==> src/rtl/rv32_pkg.sv <==
// Shared RV32I decode constants and ID/EX record types.
// Pure definitions, no logic; no latency or backpressure of its own.
package rv32_pkg;

    typedef enum logic [3:0] {
        ALU_ADD = 4'b0000,
        ALU_SUB = 4'b0001,
        ALU_AND = 4'b0010,
        ALU_OR  = 4'b0011,
        ALU_XOR = 4'b0100,
        ALU_SLT = 4'b0101
    } alu_ctrl_e;

    typedef enum logic [1:0] {
        A_RS1  = 2'd0,
        A_PC   = 2'd1,
        A_ZERO = 2'd2
    } a_sel_e;

    typedef enum logic {
        B_RS2 = 1'b0,
        B_IMM = 1'b1
    } b_sel_e;

    localparam logic [6:0] OPC_OP     = 7'b0110011;
    localparam logic [6:0] OPC_OPIMM  = 7'b0010011;
    localparam logic [6:0] OPC_LOAD   = 7'b0000011;
    localparam logic [6:0] OPC_STORE  = 7'b0100011;
    localparam logic [6:0] OPC_BRANCH = 7'b1100011;
    localparam logic [6:0] OPC_LUI    = 7'b0110111;
    localparam logic [6:0] OPC_AUIPC  = 7'b0010111;

    localparam logic [2:0] F3_ADD = 3'b000;
    localparam logic [2:0] F3_SLT = 3'b010;
    localparam logic [2:0] F3_XOR = 3'b100;
    localparam logic [2:0] F3_OR  = 3'b110;
    localparam logic [2:0] F3_AND = 3'b111;
    localparam logic [2:0] F3_BEQ = 3'b000;
    localparam logic [2:0] F3_BNE = 3'b001;
    localparam logic [2:0] F3_BLT = 3'b100;
    localparam logic [2:0] F3_BGE = 3'b101;

    localparam logic [6:0] F7_BASE = 7'b0000000;
    localparam logic [6:0] F7_ALT  = 7'b0100000;

    typedef struct packed {
        logic        legal;
        alu_ctrl_e   alu_ctrl;
        a_sel_e      a_sel;
        b_sel_e      b_sel;
        logic [31:0] imm;
        logic        writes_rd;
        logic        mem_rd;
        logic        mem_wr;
        logic        branch;
    } dec_t;

    typedef struct packed {
        logic        valid;
        alu_ctrl_e   alu_ctrl;
        logic [31:0] a;
        logic [31:0] b;
        logic [31:0] store_data;
        logic [4:0]  rd;
        logic        reg_write;
        logic        mem_rd;
        logic        mem_wr;
        logic        branch;
        logic [2:0]  funct3;
        logic        illegal;
    } ex_t;

endpackage

==> src/rtl/alu_op_decode.sv <==
// Instruction word -> ALU code, operand selects, immediate and memory/branch flags.
// Combinational, zero latency; no backpressure (pure function of instr).
module alu_op_decode
    import rv32_pkg::*;
(
    input  logic [31:0] instr,
    output dec_t        dec
);

    logic [6:0]  opcode;
    logic [2:0]  funct3;
    logic [6:0]  funct7;
    logic [31:0] imm_i;
    logic [31:0] imm_s;
    logic [31:0] imm_u;
    alu_ctrl_e   f3_op;
    logic        f3_ok;

    assign opcode = instr[6:0];
    assign funct3 = instr[14:12];
    assign funct7 = instr[31:25];
    assign imm_i  = {{20{instr[31]}}, instr[31:20]};
    assign imm_s  = {{20{instr[31]}}, instr[31:25], instr[11:7]};
    assign imm_u  = {instr[31:12], 12'b0};

    // Shared by OP and OP-IMM; shifts and the unsigned compare fall out as illegal.
    always_comb begin
        f3_ok = 1'b1;
        f3_op = ALU_ADD;
        case (funct3)
            F3_ADD:  f3_op = ALU_ADD;
            F3_AND:  f3_op = ALU_AND;
            F3_OR:   f3_op = ALU_OR;
            F3_XOR:  f3_op = ALU_XOR;
            F3_SLT:  f3_op = ALU_SLT;
            default: f3_ok = 1'b0;
        endcase
    end

    always_comb begin
        dec = '0;
        case (opcode)
            OPC_OP: begin
                dec.writes_rd = 1'b1;
                if (funct7 == F7_BASE) begin
                    dec.legal    = f3_ok;
                    dec.alu_ctrl = f3_op;
                end else if (funct7 == F7_ALT && funct3 == F3_ADD) begin
                    dec.legal    = 1'b1;
                    dec.alu_ctrl = ALU_SUB;
                end
            end
            OPC_OPIMM: begin
                dec.legal     = f3_ok;
                dec.alu_ctrl  = f3_op;
                dec.b_sel     = B_IMM;
                dec.imm       = imm_i;
                dec.writes_rd = 1'b1;
            end
            OPC_LOAD: begin
                dec.legal     = 1'b1;
                dec.b_sel     = B_IMM;
                dec.imm       = imm_i;
                dec.mem_rd    = 1'b1;
                dec.writes_rd = 1'b1;
            end
            OPC_STORE: begin
                dec.legal  = 1'b1;
                dec.b_sel  = B_IMM;
                dec.imm    = imm_s;
                dec.mem_wr = 1'b1;
            end
            OPC_BRANCH: begin
                dec.branch = 1'b1;
                case (funct3)
                    F3_BEQ, F3_BNE: begin
                        dec.legal    = 1'b1;
                        dec.alu_ctrl = ALU_SUB;
                    end
                    F3_BLT, F3_BGE: begin
                        dec.legal    = 1'b1;
                        dec.alu_ctrl = ALU_SLT;
                    end
                    default: dec.legal = 1'b0;
                endcase
            end
            OPC_LUI: begin
                dec.legal     = 1'b1;
                dec.a_sel     = A_ZERO;
                dec.b_sel     = B_IMM;
                dec.imm       = imm_u;
                dec.writes_rd = 1'b1;
            end
            OPC_AUIPC: begin
                dec.legal     = 1'b1;
                dec.a_sel     = A_PC;
                dec.b_sel     = B_IMM;
                dec.imm       = imm_u;
                dec.writes_rd = 1'b1;
            end
            default: dec.legal = 1'b0;
        endcase
    end

endmodule

==> src/rtl/id_ex_alu_issue.sv <==
// ID/EX issue register: decodes one instruction and registers ALU operands/control.
// Latency 1 cycle; stall holds the register, flush (over stall) loads a bubble.
module id_ex_alu_issue
    import rv32_pkg::*;
#(
    parameter int XLEN         = 32,
    parameter bit ILLEGAL_TRAP = 1'b1
) (
    input  logic            clk,
    input  logic            rst_n,
    input  logic            id_valid,
    input  logic [31:0]     id_instr,
    input  logic [XLEN-1:0] id_pc,
    input  logic [XLEN-1:0] id_rs1_data,
    input  logic [XLEN-1:0] id_rs2_data,
    input  logic            stall,
    input  logic            flush,
    output logic            ex_valid,
    output logic [3:0]      ex_alu_ctrl,
    output logic [XLEN-1:0] ex_a,
    output logic [XLEN-1:0] ex_b,
    output logic [XLEN-1:0] ex_store_data,
    output logic [4:0]      ex_rd,
    output logic            ex_reg_write,
    output logic            ex_mem_rd,
    output logic            ex_mem_wr,
    output logic            ex_branch,
    output logic [2:0]      ex_funct3,
    output logic            ex_illegal
);

    dec_t dec;
    ex_t  ex_nxt;
    ex_t  ex_q;

    alu_op_decode u_dec (
        .instr (id_instr),
        .dec   (dec)
    );

    always_comb begin
        ex_nxt = '0;
        if (id_valid && dec.legal) begin
            ex_nxt.valid    = 1'b1;
            ex_nxt.alu_ctrl = dec.alu_ctrl;
            case (dec.a_sel)
                A_RS1:   ex_nxt.a = id_rs1_data;
                A_PC:    ex_nxt.a = id_pc;
                default: ex_nxt.a = '0;
            endcase
            ex_nxt.b          = (dec.b_sel == B_IMM) ? dec.imm : id_rs2_data;
            ex_nxt.store_data = dec.mem_wr ? id_rs2_data : '0;
            ex_nxt.rd         = dec.writes_rd ? id_instr[11:7] : 5'd0;
            // x0 is never written back, so suppress the write enable here.
            ex_nxt.reg_write  = dec.writes_rd && (id_instr[11:7] != 5'd0);
            ex_nxt.mem_rd     = dec.mem_rd;
            ex_nxt.mem_wr     = dec.mem_wr;
            ex_nxt.branch     = dec.branch;
            ex_nxt.funct3     = id_instr[14:12];
        end else if (id_valid && ILLEGAL_TRAP) begin
            ex_nxt.valid   = 1'b1;
            ex_nxt.illegal = 1'b1;
        end
    end

    always_ff @(posedge clk) begin
        if (!rst_n || flush) begin
            ex_q <= '0;
        end else if (!stall) begin
            ex_q <= ex_nxt;
        end
    end

    assign ex_valid      = ex_q.valid;
    assign ex_alu_ctrl   = ex_q.alu_ctrl;
    assign ex_a          = ex_q.a;
    assign ex_b          = ex_q.b;
    assign ex_store_data = ex_q.store_data;
    assign ex_rd         = ex_q.rd;
    assign ex_reg_write  = ex_q.reg_write;
    assign ex_mem_rd     = ex_q.mem_rd;
    assign ex_mem_wr     = ex_q.mem_wr;
    assign ex_branch     = ex_q.branch;
    assign ex_funct3     = ex_q.funct3;
    assign ex_illegal    = ex_q.illegal;

endmodule
==> config.mk <==
export PLATFORM = sky130hd
export DESIGN_NAME = id_ex_alu_issue
export DESIGN_NICKNAME = d
export VERILOG_FILES = /design/src/rtl/rv32_pkg.sv /design/src/rtl/alu_op_decode.sv /design/src/rtl/id_ex_alu_issue.sv
export SDC_FILE = /design/constraint.sdc
export NUM_CORES = 1
export LEC_CHECK = 0
export CAP_MARGIN = 25
export CORE_ASPECT_RATIO = 2
export CORE_MARGIN = 1
export CORE_UTILIZATION = 27
export DETAILED_ROUTE_END_ITERATION = 6
export GPL_TIMING_DRIVEN = 1
export PLACE_DENSITY_LB_ADDON = 0.08
export REMOVE_ABC_BUFFERS = 1
export SYNTH_ARGS = -nofsm -noshare
export SYNTH_HDL_FRONTEND = slang
export SYNTH_SLANG_ARGS = --single-unit
==> constraint.sdc <==
create_clock -name clk -period 1.7 [get_ports clk]
set_input_delay 0.17 -clock clk [delete_from_list [all_inputs] [get_ports clk]]
set_output_delay 0.17 -clock clk [all_outputs]
set_load 0.05 [all_outputs]
---- Word-level counts from Yosys, hierarchy flattened ----
Index checks and enable logic that the tools add are counted.
word-level totals
  bits in registers ....................... 114
  logic and storage cells ................. 66
  input port bits ......................... 133
cells by class
  equal/unequal tests ..................... 15
  multiplexer cells ....................... 22
  reductions and logical operators ........ 17
operators by type and width
  cell                                                  count
  two-way mux 112 bit                                   1
  case mux 33 bit (3 select lines)                      1
  two-way mux 32 bit                                    2
  case mux 32 bit (2 select lines)                      1
  equality test 7 x 6 -> 1 bit (second input constant)  4
  two-way mux 5 bit                                     3
  equality test 7 x 5 -> 1 bit (second input constant)  2
  equality test 3 bit (second input constant)           4
  case mux 3 bit (4 select lines)                       1
  case mux 4 bit (3 select lines)                       1
  OR reduction 5 bit                                    2
  two-way mux 1 bit                                     9
  OR reduction 2 bit                                    4
  OR reduction 4 bit                                    2
  equality test 7 x 2 -> 1 bit (second input constant)  1
  equality test 7 bit (second input constant)           1
  logical NOT 7 bit                                     1
  case mux 3 bit (2 select lines)                       1
  nonzero test 5 bit                                    1
  case mux 1 bit (4 select lines)                       1
  case mux 2 bit (2 select lines)                       1
  equality test 3 x 1 -> 1 bit (second input constant)  1
  equality test 3 x 2 -> 1 bit (second input constant)  1
  logical AND 1 bit                                     3
  other kinds (5)                                       5

---- Logic depth before layout (Yosys ltp) ----
  depth in word-level cells ............... 7
  depth in mapped cells ................... 9

---- Hierarchy ----
From an unflattened synthesis, not the netlist that was laid out.
unflattened totals
  cells, all modules ...................... 511
  area total of the unflattened synthesis .. 5047.3 sq um
modules (own cells, without submodules)
  module           area each (sq um)  cells an instance  times used  seq. area each (sq um)
  id_ex_alu_issue  4479.3             427                1           2282.2
  alu_op_decode    568.0              84                 1           0.0

---- Least setup slack after synthesis ----
Ideal clock, no wire load.
  path type ............................... input port to flip-flop
  start point ............................. input port id_instr[25]
  end point ............................... register ex_q, in the netlist ex_reg_write
  slack ................................... -0.151 ns
  required time ........................... 1.632 ns
  arrival time ............................ 1.783 ns
  cell stages on the path ................. 7
  path through ............................ or4_4 nor4b_4 nand4_2 a31o_1 buf_6 buf_12 o21ai_2
on the way
  longest elaborated chain between the ends .. 7
  elaborated cells on any way between the ends .. 8
RTL lines
  element                            line                   source
  start, declared                    id_ex_alu_issue.sv:12  input logic [31:0] id_instr,
  equality test 7 x 6 -> 1 bit       alu_op_decode.sv:48    end else if (funct7 == F7_ALT && funct3 == F3_ADD) begin
  logical AND 1 bit                  alu_op_decode.sv:48
  two-way mux 5 bit                  alu_op_decode.sv:48
  two-way mux 5 bit *                alu_op_decode.sv:45    if (funct7 == F7_BASE) begin
  case mux 1 bit (4 select lines) *  alu_op_decode.sv:42    case (opcode)
  logical AND 1 bit *                id_ex_alu_issue.sv:43  if (id_valid && dec.legal) begin
  two-way mux 112 bit *              id_ex_alu_issue.sv:43
  end signal, assigned               id_ex_alu_issue.sv:70  ex_q <= ex_nxt;
  end, declared                      id_ex_alu_issue.sv:34  ex_t ex_q;
Every way passes the cells marked *; elsewhere a longest branch is shown, timed or not.
A chain may end at the register's enable or synchronous reset.

---- Final worst setup path ----
  start point ............................. input port id_instr[6]
  end point ............................... register ex_q, in the netlist ex_b[19]
on the way
  longest elaborated chain between the ends .. 5
  elaborated cells on any way between the ends .. 15
RTL lines
  element                                                                              line
  equality test 7 x 2 -> 1 bit (tied with other cells)                                 alu_op_decode.sv:42
  OR reduction 4 bit (no line) or OR reduction 2 bit (tied branches)                   --
  case mux 1 bit (4 select lines) or case mux 33 bit (3 select lines) (tied branches)  alu_op_decode.sv:42
  logical AND 1 bit or two-way mux 32 bit (tied branches)                              id_ex_alu_issue.sv:43, id_ex_alu_issue.sv:51
  two-way mux 112 bit *                                                                id_ex_alu_issue.sv:43
Marks and branches as above.

==> run metrics <==
Max Freq=601 MHz; total track usage=20.1%; Max Root-Sink Buffers=2; Final Critical Period=1.66 ns; Ys Warns=0; Die ar.=18700 um^2; syn avg cell area=8.57 um^2; design area=8700 um^2; Synth Flop Type=dfxtp_1; first-pass GRT wire length=28.8 mm; CP cell instances=clkdlybuf4s50_1 -> buf_4 -> a211oi_1 -> o21ai_1 -> buf_4 -> a31o_4 -> buf_12 -> o21ai_0; CP Data Arrival Time=2.00 ns; Worst Path Buf+Inv=4; Die Span Y=192 um; Final GP Congestion=0.782; CP Data Required Time=2.03 ns; Max FO, Critical Path=13; most common cell after layout, fill and taps aside=clkdlybuf4s50_1; r2r endpoint=ex_store_data[13]; delay-heaviest family, CP=buffers and inverters; Hold Path Class=in -> reg; Critical-path top delay cell=clkdlybuf4s50_1; clock latency on the worst-skew pair=0.41 ns; DRT Pass-1 Iters=4; crit path launch type=primary input; Max stage delay on crit path=0.47 ns; row count=69; setup total negative slack=0 ns; antenna violations before repair=0; P&R area growth vs syn=77.8%; Post-DRT Antenna Nets=0; post-synthesis cell type count=46; post-synthesis instance area=4890 um^2; share of layout cells above drive strength 1=22.2%; VDD IR max=0.526 mV; CTS tree=yes; Worst path most repeated cell=buf_4; Synth async-reset ratio=0%; synthesis-stage register bit count=113; hold path cells=4; routed vias=5197; CORE AREA=17800 um^2; fin. max-slew vios=0; R2R Path Start=ex_store_data[13]; die width=97.2 um; Worst slew margin=63.1%; area of placed instances=7960 um^2; leakage=3.84 nW; sequential share of the synthesized area=46.2%; WL final=18.7 mm; min-delay src=id_instr[25]; # DRC=0; largest net degree at the start of global routing=36; status=finished, final reports clean; Worst-path clk slew=0.06 ns; # fillers=1797; Starting Density=27.5%; PD cells=835 nW/um^2; crit path launch=id_instr[6]; commonest non-fill, non-tap cells in the layout=clkdlybuf4s50_1 (122), dfxtp_1 (113), nand2_1 (99), buf_4 (90), dlygate4sd2_1 (82); kind of critical path=in -> reg; final hold vios=0; unrepaired setup endpoints after global routing=true; root buf cell=clkbuf_16; worst min-delay path endpoint=ex_b[5]; post-synthesis instance total=571; r2r setup slk=1.02 ns; Post-synth EDFFs=0; max-cap check violation count=0; final worst-path cycle share=97.8%; vias in the first global route=5315; clock skew=0 ns; post-DP HPWL=14.3 mm; I/O pin total=247; Power, Total=7.27 mW; clock sinks=113; cts bufs inserted=17; IO Port Bufs=245; pin slew with the least headroom to its limit=0.555 ns; Avg WL per Cell=17.2 um; Vias/cell=4.77; initial drt markers=180; H-tree depth=4; grt total ovfl=0; nets@finish=996; critical path capture point type=register; worst r2r path cells=2; Final Setup Violations=0
-- worst register-to-register path, cell delays in order (launching register included) --
cell     delay (ns)
dfxtp_1        0.32
a22oi_1        0.18
nor2_1         0.06
-- area by class of cell --
cell class                 count  area (um^2)  area share (%)
tap                          213          267            3.06
sequential                   113         2260            26.0
inverter                       8         30.0           0.345
multi-input combinational    400         2420            27.9
clock inverter                 9          153            1.75
clock buffer                  22          494            5.68
timing repair buffer         323         3070            35.3
antenna                        1         2.50          0.0288
-- Yosys cell counts (2+ instances only) --
| library cell | instances | area share (%) |
|---|---|---|
| inv_1 | 8 | 0.61 |
| nand3_1 | 4 | 0.41 |
| o22ai_1 | 3 | 0.38 |
| dfxtp_1 | 113 | 46 |
| and3_1 | 9 | 1.2 |
| nor2b_1 | 3 | 0.38 |
| a32o_1 | 5 | 1.0 |
| o2bb2ai_1 | 14 | 2.5 |
| a22oi_1 | 37 | 5.7 |
| buf_12 | 3 | 1.2 |
| buf_2 | 4 | 0.41 |
| a22o_1 | 10 | 1.8 |
| a21oi_1 | 45 | 4.6 |
| o21ai_2 | 30 | 5.4 |
| nand2_1 | 99 | 7.6 |
| nor2_1 | 39 | 3.0 |
| nand2b_1 | 2 | 0.26 |
| o21ai_0 | 44 | 4.5 |
| nand4_1 | 2 | 0.26 |
| clkbuf_1 | 40 | 3.1 |
| nor3b_1 | 32 | 4.9 |
-- through the flow --
step / worst slack (ns) / utilization [%] / hold slack, ns / cells
2_1_floorplan: -2.11 / - / 0.303 / 521
3_3_place_gp: -0.690 / 44.7 / 0.435 / 1046
3_5_place_dp: -0.752 / 44.7 / 0.440 / 1046
4_1_cts: 0.00629 / 48.4 / 0.108 / 1084
5_1_grt: -0.0421 / 48.9 / 0.110 / 1088
6_report: 0.0370 / 48.9 / 0.116 / 1089
-- how the worst max path moves through the flow --
stage	to	cells after the start	slack, ns
finish	ex_b[19]	8	0.04
global route	ex_b[29]	9	-0.04
CTS	ex_rd[3]	9	0.006
detailed placement	ex_rd[3]	8	-0.75
global placement	ex_rd[1]	8	-0.69
floorplan	ex_a[0]	3	-2.11
-- timing repair --
action	CTS	global route
pin swaps	8	5
hold buffers	0	0
cloned	3	1
endpoints found under the setup margin	158	87
resized for setup	116	33
setup buffers	4	3
-- sequential cells by signal, summed over array words and instances (netlist names), 3 cells and up --
signal	cells
ex_alu_ctrl	3
ex_rd	5
ex_b	32
ex_store_data	32
ex_a	32
ex_funct3	3
-- layer usage --
layer / vias to the layer above / track usage (%) / wire [um]
met4: 0 / 7.98 / 389
met3: 20 / 4.89 / 957
met5: - / 0 / 0
met2: 175 / 39.3 / 10600
met1: 2390 / 19.9 / 6750
li1: 2612 / - / -
-- report_power, final --
part           internal [mW]  switching, mW
sequential              2.66        0.00263
clock                   2.63           1.24
combinational          0.436          0.305
-- kinds of logic (layout without fill, tap and decap cells) --
kind of cell,after synthesis,count (layout),synth area share [%]
AND/OR/NAND/NOR,201,201,20.3
other,1,2,0.0767
AO/OA/AOI/OAI,197,197,27.4
multiplexers,1,1,0.205
flip-flops,113,113,46.2
buffers and inverters,58,362,5.78
No activity file was read; power rests on OpenSTA's default activity.
